<file path="src/rtl/instr_fetch_unit.sv">
// instr_fetch_unit
//   Fetch stage feeding the IF/ID pipeline register. Owns the PC, issues one
//   outstanding instruction-memory read at a time and holds the returned word
//   in a one-entry buffer until IF/ID takes it. When nothing valid is buffered
//   the outputs carry a NOP (addi x0,x0,0), because IF/ID has no valid bit.
//
//   Optional feature (macro FETCH_BRANCH_PRED_EN): a table of BHT_ENTRIES
//   2-bit saturating counters predicts B-type branches; JAL is always taken.
//   Without the macro the next PC is always pc+4 and br_pred_o is 0.
//
// Ports
//   clk, reset_n           clock (rising edge), asynchronous active-low reset
//   imem_req_o/addr_o      fetch request and word-aligned address
//   imem_ready_i           memory accepts the request this cycle
//   imem_rvalid_i/rdata_i  returned instruction word (no back-pressure)
//   stall_i, flush_i       same stall/flush that IF/ID sees; flush wins
//   redirect_pc_i          new fetch PC, valid with flush_i
//   bht_update_i/pc_i/taken_i  resolved conditional branch for BHT training
//   instruction_o, pc_o, br_pred_o  buffered instruction (or NOP), its PC and
//                          its predicted-taken bit
module instr_fetch_unit #(
  parameter logic [31:0] RESET_PC    = 32'h0000_0000,
  parameter int          BHT_ENTRIES = 64
) (
  input  logic        clk,
  input  logic        reset_n,
  output logic        imem_req_o,
  output logic [31:0] imem_addr_o,
  input  logic        imem_ready_i,
  input  logic        imem_rvalid_i,
  input  logic [31:0] imem_rdata_i,
  input  logic        stall_i,
  input  logic        flush_i,
  input  logic [31:0] redirect_pc_i,
  input  logic        bht_update_i,
  input  logic [31:0] bht_pc_i,
  input  logic        bht_taken_i,
  output logic [31:0] instruction_o,
  output logic [31:0] pc_o,
  output logic        br_pred_o
);

  localparam logic [31:0] NOP   = 32'h0000_0013;
  localparam int          IDX_W = $clog2(BHT_ENTRIES);

  typedef enum logic [2:0] {IDLE, REQ, WAIT, HAVE, DROP} state_t;

  state_t      state_q, state_d;
  logic [31:0] pc_q, pc_d;
  logic        capture;
  logic        pred_taken;
  logic [31:0] next_pc;

  logic [31:0] buf_instr_q;
  logic [31:0] buf_pc_q;
  logic        buf_pred_q;

`ifdef FETCH_BRANCH_PRED_EN
  logic [1:0]        bht_q [BHT_ENTRIES];
  logic [IDX_W-1:0]  lookup_idx;
  logic [IDX_W-1:0]  upd_idx;
  logic [6:0]        opcode;
  logic signed [31:0] imm_b;
  logic signed [31:0] imm_j;
  logic              unused_bht_pc;

  function automatic logic [1:0] sat_update(input logic [1:0] cnt, input logic taken);
    if (taken) sat_update = (cnt == 2'b11) ? cnt : cnt + 2'b01;
    else       sat_update = (cnt == 2'b00) ? cnt : cnt - 2'b01;
  endfunction

  assign lookup_idx    = pc_q[2 +: IDX_W];
  assign upd_idx       = bht_pc_i[2 +: IDX_W];
  assign unused_bht_pc = ^{bht_pc_i[31:2+IDX_W], bht_pc_i[1:0]};
  assign opcode        = imem_rdata_i[6:0];
  assign imm_b = {{19{imem_rdata_i[31]}}, imem_rdata_i[31], imem_rdata_i[7],
                  imem_rdata_i[30:25], imem_rdata_i[11:8], 1'b0};
  assign imm_j = {{11{imem_rdata_i[31]}}, imem_rdata_i[31], imem_rdata_i[19:12],
                  imem_rdata_i[20], imem_rdata_i[30:21], 1'b0};

  // Lookup reads bht_q before this edge's update lands, so a same-cycle
  // update to the same index predicts with the old counter.
  always_comb begin
    pred_taken = 1'b0;
    next_pc    = pc_q + 32'd4;
    if (opcode == 7'b1101111) begin
      pred_taken = 1'b1;
      next_pc    = pc_q + $unsigned(imm_j);
    end else if (opcode == 7'b1100011 && bht_q[lookup_idx][1]) begin
      pred_taken = 1'b1;
      next_pc    = pc_q + $unsigned(imm_b);
    end
  end

  always_ff @(posedge clk or negedge reset_n) begin
    if (!reset_n) begin
      for (int i = 0; i < BHT_ENTRIES; i++) bht_q[i] <= 2'b01;
    end else if (bht_update_i) begin
      bht_q[upd_idx] <= sat_update(bht_q[upd_idx], bht_taken_i);
    end
  end
`else
  logic unused_bht;
  assign unused_bht = ^{bht_update_i, bht_pc_i, bht_taken_i};
  assign pred_taken = 1'b0;
  assign next_pc    = pc_q + 32'd4;
`endif

  always_comb begin
    state_d = state_q;
    pc_d    = pc_q;
    capture = 1'b0;
    case (state_q)
      IDLE: state_d = REQ;
      REQ:  if (imem_ready_i) state_d = WAIT;
      WAIT: if (imem_rvalid_i) begin
              capture = 1'b1;
              pc_d    = next_pc;
              state_d = HAVE;
            end
      HAVE: if (!stall_i) state_d = REQ;
      DROP: if (imem_rvalid_i) state_d = REQ;
      default: state_d = IDLE;
    endcase
    // Redirect overrides everything. A read already in flight must still be
    // swallowed (DROP) unless its data arrives in this very cycle; in DROP the
    // pending read is still owed, so only the PC moves.
    if (flush_i) begin
      pc_d    = {redirect_pc_i[31:2], 2'b00};
      capture = 1'b0;
      case (state_q)
        WAIT:    state_d = imem_rvalid_i ? REQ : DROP;
        DROP:    state_d = imem_rvalid_i ? REQ : DROP;
        default: state_d = REQ;
      endcase
    end
  end

  always_ff @(posedge clk or negedge reset_n) begin
    if (!reset_n) begin
      state_q <= IDLE;
      pc_q    <= {RESET_PC[31:2], 2'b00};
    end else begin
      state_q <= state_d;
      pc_q    <= pc_d;
    end
  end

  // Buffer payload; its validity is carried by state_q == HAVE.
  always_ff @(posedge clk) begin
    if (capture) begin
      buf_instr_q <= imem_rdata_i;
      buf_pc_q    <= pc_q;
      buf_pred_q  <= pred_taken;
    end
  end

  assign imem_req_o    = (state_q == REQ);
  assign imem_addr_o   = pc_q;
  assign instruction_o = (state_q == HAVE) ? buf_instr_q : NOP;
  assign pc_o          = (state_q == HAVE) ? buf_pc_q : 32'h0;
  assign br_pred_o     = (state_q == HAVE) && buf_pred_q;

endmodule

</file>
<file path="config.mk">
export PLATFORM = sky130hd
export DESIGN_NAME = instr_fetch_unit
export DESIGN_NICKNAME = d
export VERILOG_FILES = /design/src/rtl/instr_fetch_unit.sv
export SDC_FILE = /design/constraint.sdc
export NUM_CORES = 1
export LEC_CHECK = 0
export BUFFER_PORTS_ARGS = -buffer_cell sky130_fd_sc_hd__buf_2
export CORE_ASPECT_RATIO = 2
export CORE_MARGIN = 2
export CORE_UTILIZATION = 47
export CTS_CLUSTER_DIAMETER = 150
export DETAILED_ROUTE_END_ITERATION = 10
export PLACE_DENSITY = 0.81
export SETUP_SLACK_MARGIN = 0.4
export SLEW_MARGIN = 20
export SYNTH_ARGS = -nofsm -noshare
export SYNTH_HDL_FRONTEND = slang
export SYNTH_SLANG_ARGS = --single-unit
</file>
<file path="constraint.sdc">
create_clock -name clk -period 4.65 [get_ports clk]
set_clock_uncertainty 0.2 [all_clocks]
set_input_delay 0.2325 -clock clk [delete_from_list [all_inputs] [get_ports clk]]
set_output_delay 0.2325 -clock clk [all_outputs]
set_load 0.03 [all_outputs]
</file>
==> metrics.txt <==
Pre-Repair DR Iteration Count 5; area of the mapped netlist 4270 um2; endpoints failing setup 0; post-CTS resize count 0; number of standard cells after synthesis 359; cell type group with the largest total delay on the critical path simple AND/OR/NAND/NOR gates; buffers plus inverters on the worst setup path 0; count of pins on the block boundary slightly above 200; core footprint 8890 um2; die height ~140 um; slowest CP cell sky130_fd_sc_hd__or3_1; register bit total from synthesis between 90 and 100; H-tree Lvls 3; fillers around 630; relative max-transition margin 39.1%; TritonCTS clock tree yes; via density per instance between 5 and 6; clock root buffer master sky130_fd_sc_hd__clkbuf_16; Max Clock Freq 385 MHz; Synth area leaders sky130_fd_sc_hd__edfxtp_1 (44%), sky130_fd_sc_hd__dfrtp_1 (19%), sky130_fd_sc_hd__and2_1 (8.6%); sequential area share after synthesis ~63%; number of setup buffers added after CTS 0; number of placed instances with taps included 600; reg-to-reg endpoint imem_addr_o[28]$_DFFE_PN0P_; number of violations of the max-capacitance limit 0; Least-Margin Pin Slew between 0.9 and 1 ns; crit path kind flip-flop to flip-flop; initial antenna violation count 0; FF-to-FF setup slack between 2 and 2.5 ns; portion of synthesized cell area occupied by the leading cell type 43.6%; Die Width between 70 and 80 um; Primary FF master, synth sky130_fd_sc_hd__edfxtp_1; Site Rows 49; number of routed nets with antenna violations 0; Die Area slightly below 10000 um2; antenna cell count 0; area growth from synthesis to layout 41.5%; total grt overflow 0; slowest stage delay, CP approximately 0.77 ns; Global Route Usage Sum between 20% and 30%; sum of internal, switching and leakage power 2.08 mW; clock tree buffer depth 2; proportion of layout cells with a drive suffix above 1 a little under a third; min Tclk post-route approximately 2.6 ns; top-count cell post-synth sky130_fd_sc_hd__edfxtp_1; Core Util, Final 68.0%; Final Hold Vio Count 0; number of buffers added by the clock tree synthesis step 9; nature of the critical path startpoint flip-flop; RSZ-0062 raised after global routing no; P_leak 2.54 nW; final-layout setup total negative slack 0 ns; count of placed standard cells in the final layout, fillers left out between 600 and 700; instance count along the most critical hold path 3; beginning of the worst register-to-register path imem_addr_o[5]$_DFFE_PN0P_; HPWL Detailed 7220 um; hold buffer count at cts 63; class of the worst hold path primary input to flip-flop; yosys warns 0; area taken by flip-flops and latches 2690 um2; wire length of the first global-routing pass about 17000 um; vias after detailed routing roughly 3600; mean instance size in the synthesized netlist 11.9 um2; area taken by multi-input logic gates about 1400 um2; Worst Reg2Reg Path Length in Cells 4; DRC violation count after routing 0; detailed router's first-iteration violation count around 290; worst hold margin between 0.03 and 0.04 ns; number of synthesized flops with an enable pin between 60 and 70; cells along the critical path nand4_1 > or3_1 > or4_1 > a31oi_1; number of buffers added on ports between 150 and 200; distinct cell type count of the synthesized netlist 37; run status complete, no violations; clock-pin slew on the worst setup and hold paths 0.07 ns; Skew-Pair Late Insertion Delay 0.34 ns; total number of nets in the final design a little under 700; worst IR drop on VDD about 0.00023 V; pin count of the biggest net entering global routing 63; Initial Util 48.0%; fraction of the cycle the final worst path needs approximately 56%; startpoint of the most critical hold path imem_ready_i; dominant cell type by area after synthesis sky130_fd_sc_hd__edfxtp_1; via count of the first global-routing pass between 3000 and 4000; share of flip-flops with an asynchronous set or reset after synthesis between 30% and 40%; average routed wire per standard cell ~16 um; routability congestion estimate from global placement about 0.84; capture endpoint of the worst hold path state_q[1]$_DFFE_PN0P_; type of element capturing the critical path flip-flop; arrival time at the worst endpoint ~2.6 ns; total power divided by cell area between 300 and 400 nW/um2; list of most frequent post-synthesis cells sky130_fd_sc_hd__edfxtp_1 (62), sky130_fd_sc_hd__and2_1 (59), sky130_fd_sc_hd__dfrtp_1 (33), sky130_fd_sc_hd__nor2_1 (23), sky130_fd_sc_hd__nand2_1 (22); CP max FO 32; Clock Sinks 95; fin. max-slew vios 0; required time at the worst-slack endpoint 4.70 ns; overall routed net length 10800 um
-- cell type report --
class | instances | share of cell area (%)
flip-flops and latches | 95 | 44.5
repair buffers | 226 | 24.1
multi-input cells | 235 | 24.0
clock buffers | 9 | 3.73
well taps | 102 | 2.11
clock inverters | 7 | 1.20
inverters | 6 | 0.373
-- power breakdown --
part / switching, mW / leakage [nW] / internal [mW] / total (mW)
Clock: 0.312 / 0.149 / 0.419 / 0.731
Combinational: 0.228 / 1.46 / 0.138 / 0.366
Sequential: 0.0465 / 0.940 / 0.936 / 0.982
Total: 0.587 / 2.54 / 1.49 / 2.08
-- placed cells by master, fill, tap and decap left out, drive strengths merged --
cell type    instances
and4bb               1
o21ai               13
nand4                8
clkinv               5
nand2               22
ha                   1
nor2                23
a31oi               20
or4b                 1
o31ai               17
or4                 19
o22ai                1
dfrtp               33
a21oi                2
nand3               10
bufinv               1
and2                60
conb                 5
nor4                 1
nor3                 4
xor2                 5
nand2b               3
or3                  4
nor3b                2
and4                 3
edfxtp              62
buf                162
mux2i                2
dlygate4sd3         64
nand4bb              1
inv                  7
and3                 2
clkbuf               9
xnor2                4
o211ai               1
-- through the flow --
step           worst slack (ns)  cell area, um2
6_report                   2.05            6040
5_1_grt                    1.89            6040
4_1_cts                    2.05            6030
3_5_place_dp               2.05            5100
3_3_place_gp               2.13            5100
2_1_floorplan             0.615            4290
-- logic make-up (layout without fill, tap and decap cells) --
family	count (synthesis)	after routing	synth area share, %
other cells	1	5	0.0878
flops	95	95	62.9
simple gates	164	164	22.6
mux	2	2	0.469
compound gates	54	54	8.00
xor+xnor	9	9	1.85
buf+inv	33	248	3.78
fa+ha+maj	1	1	0.293
-- routing by layer --
layer	global-route usage [%]	up-vias	wire length [um]
met5	0	-	0
met4	11.0	0	328
met3	4.00	27	689
met2	36.7	180	5540
met1	26.1	1692	4240
li1	-	1739	-
-- worst register-to-register path: cells and delay by family, from the launching register on --
| family | cells | cell delay [ns] |
|---|---|---|
| AO/OA/AOI/OAI | 1 | 0.22 |
| flip-flops | 1 | 0.46 |
| AND/OR/NAND/NOR | 3 | 1.63 |
-- registers in the layout, summed over array words and instances, names as in the netlist --
register,count
buf_instr_q,32
buf_pc_q,30
imem_addr_o,30
state_q,3
-- how the worst max path moves through the flow --
stage | from | endpoint | slack, ns | cells after the start
detailed placement | state_q[2]$_DFFE_PN0P_ | buf_instr_q[1]$_DFFE_PP_ | 2.05 | 3
CTS | state_q[2]$_DFFE_PN0P_ | buf_instr_q[1]$_DFFE_PP_ | 2.05 | 3
finish | imem_addr_o[5]$_DFFE_PN0P_ | imem_addr_o[28]$_DFFE_PN0P_ | 2.05 | 4
global route | imem_addr_o[5]$_DFFE_PN0P_ | imem_addr_o[28]$_DFFE_PN0P_ | 1.89 | 4
global placement | state_q[2]$_DFFE_PN0P_ | buf_instr_q[11]$_DFFE_PP_ | 2.13 | 3
floorplan | state_q[2]$_DFFE_PN0P_ | buf_instr_q[0]$_DFFE_PP_ | 0.62 | 3
Power figures use the tool's default switching activity.
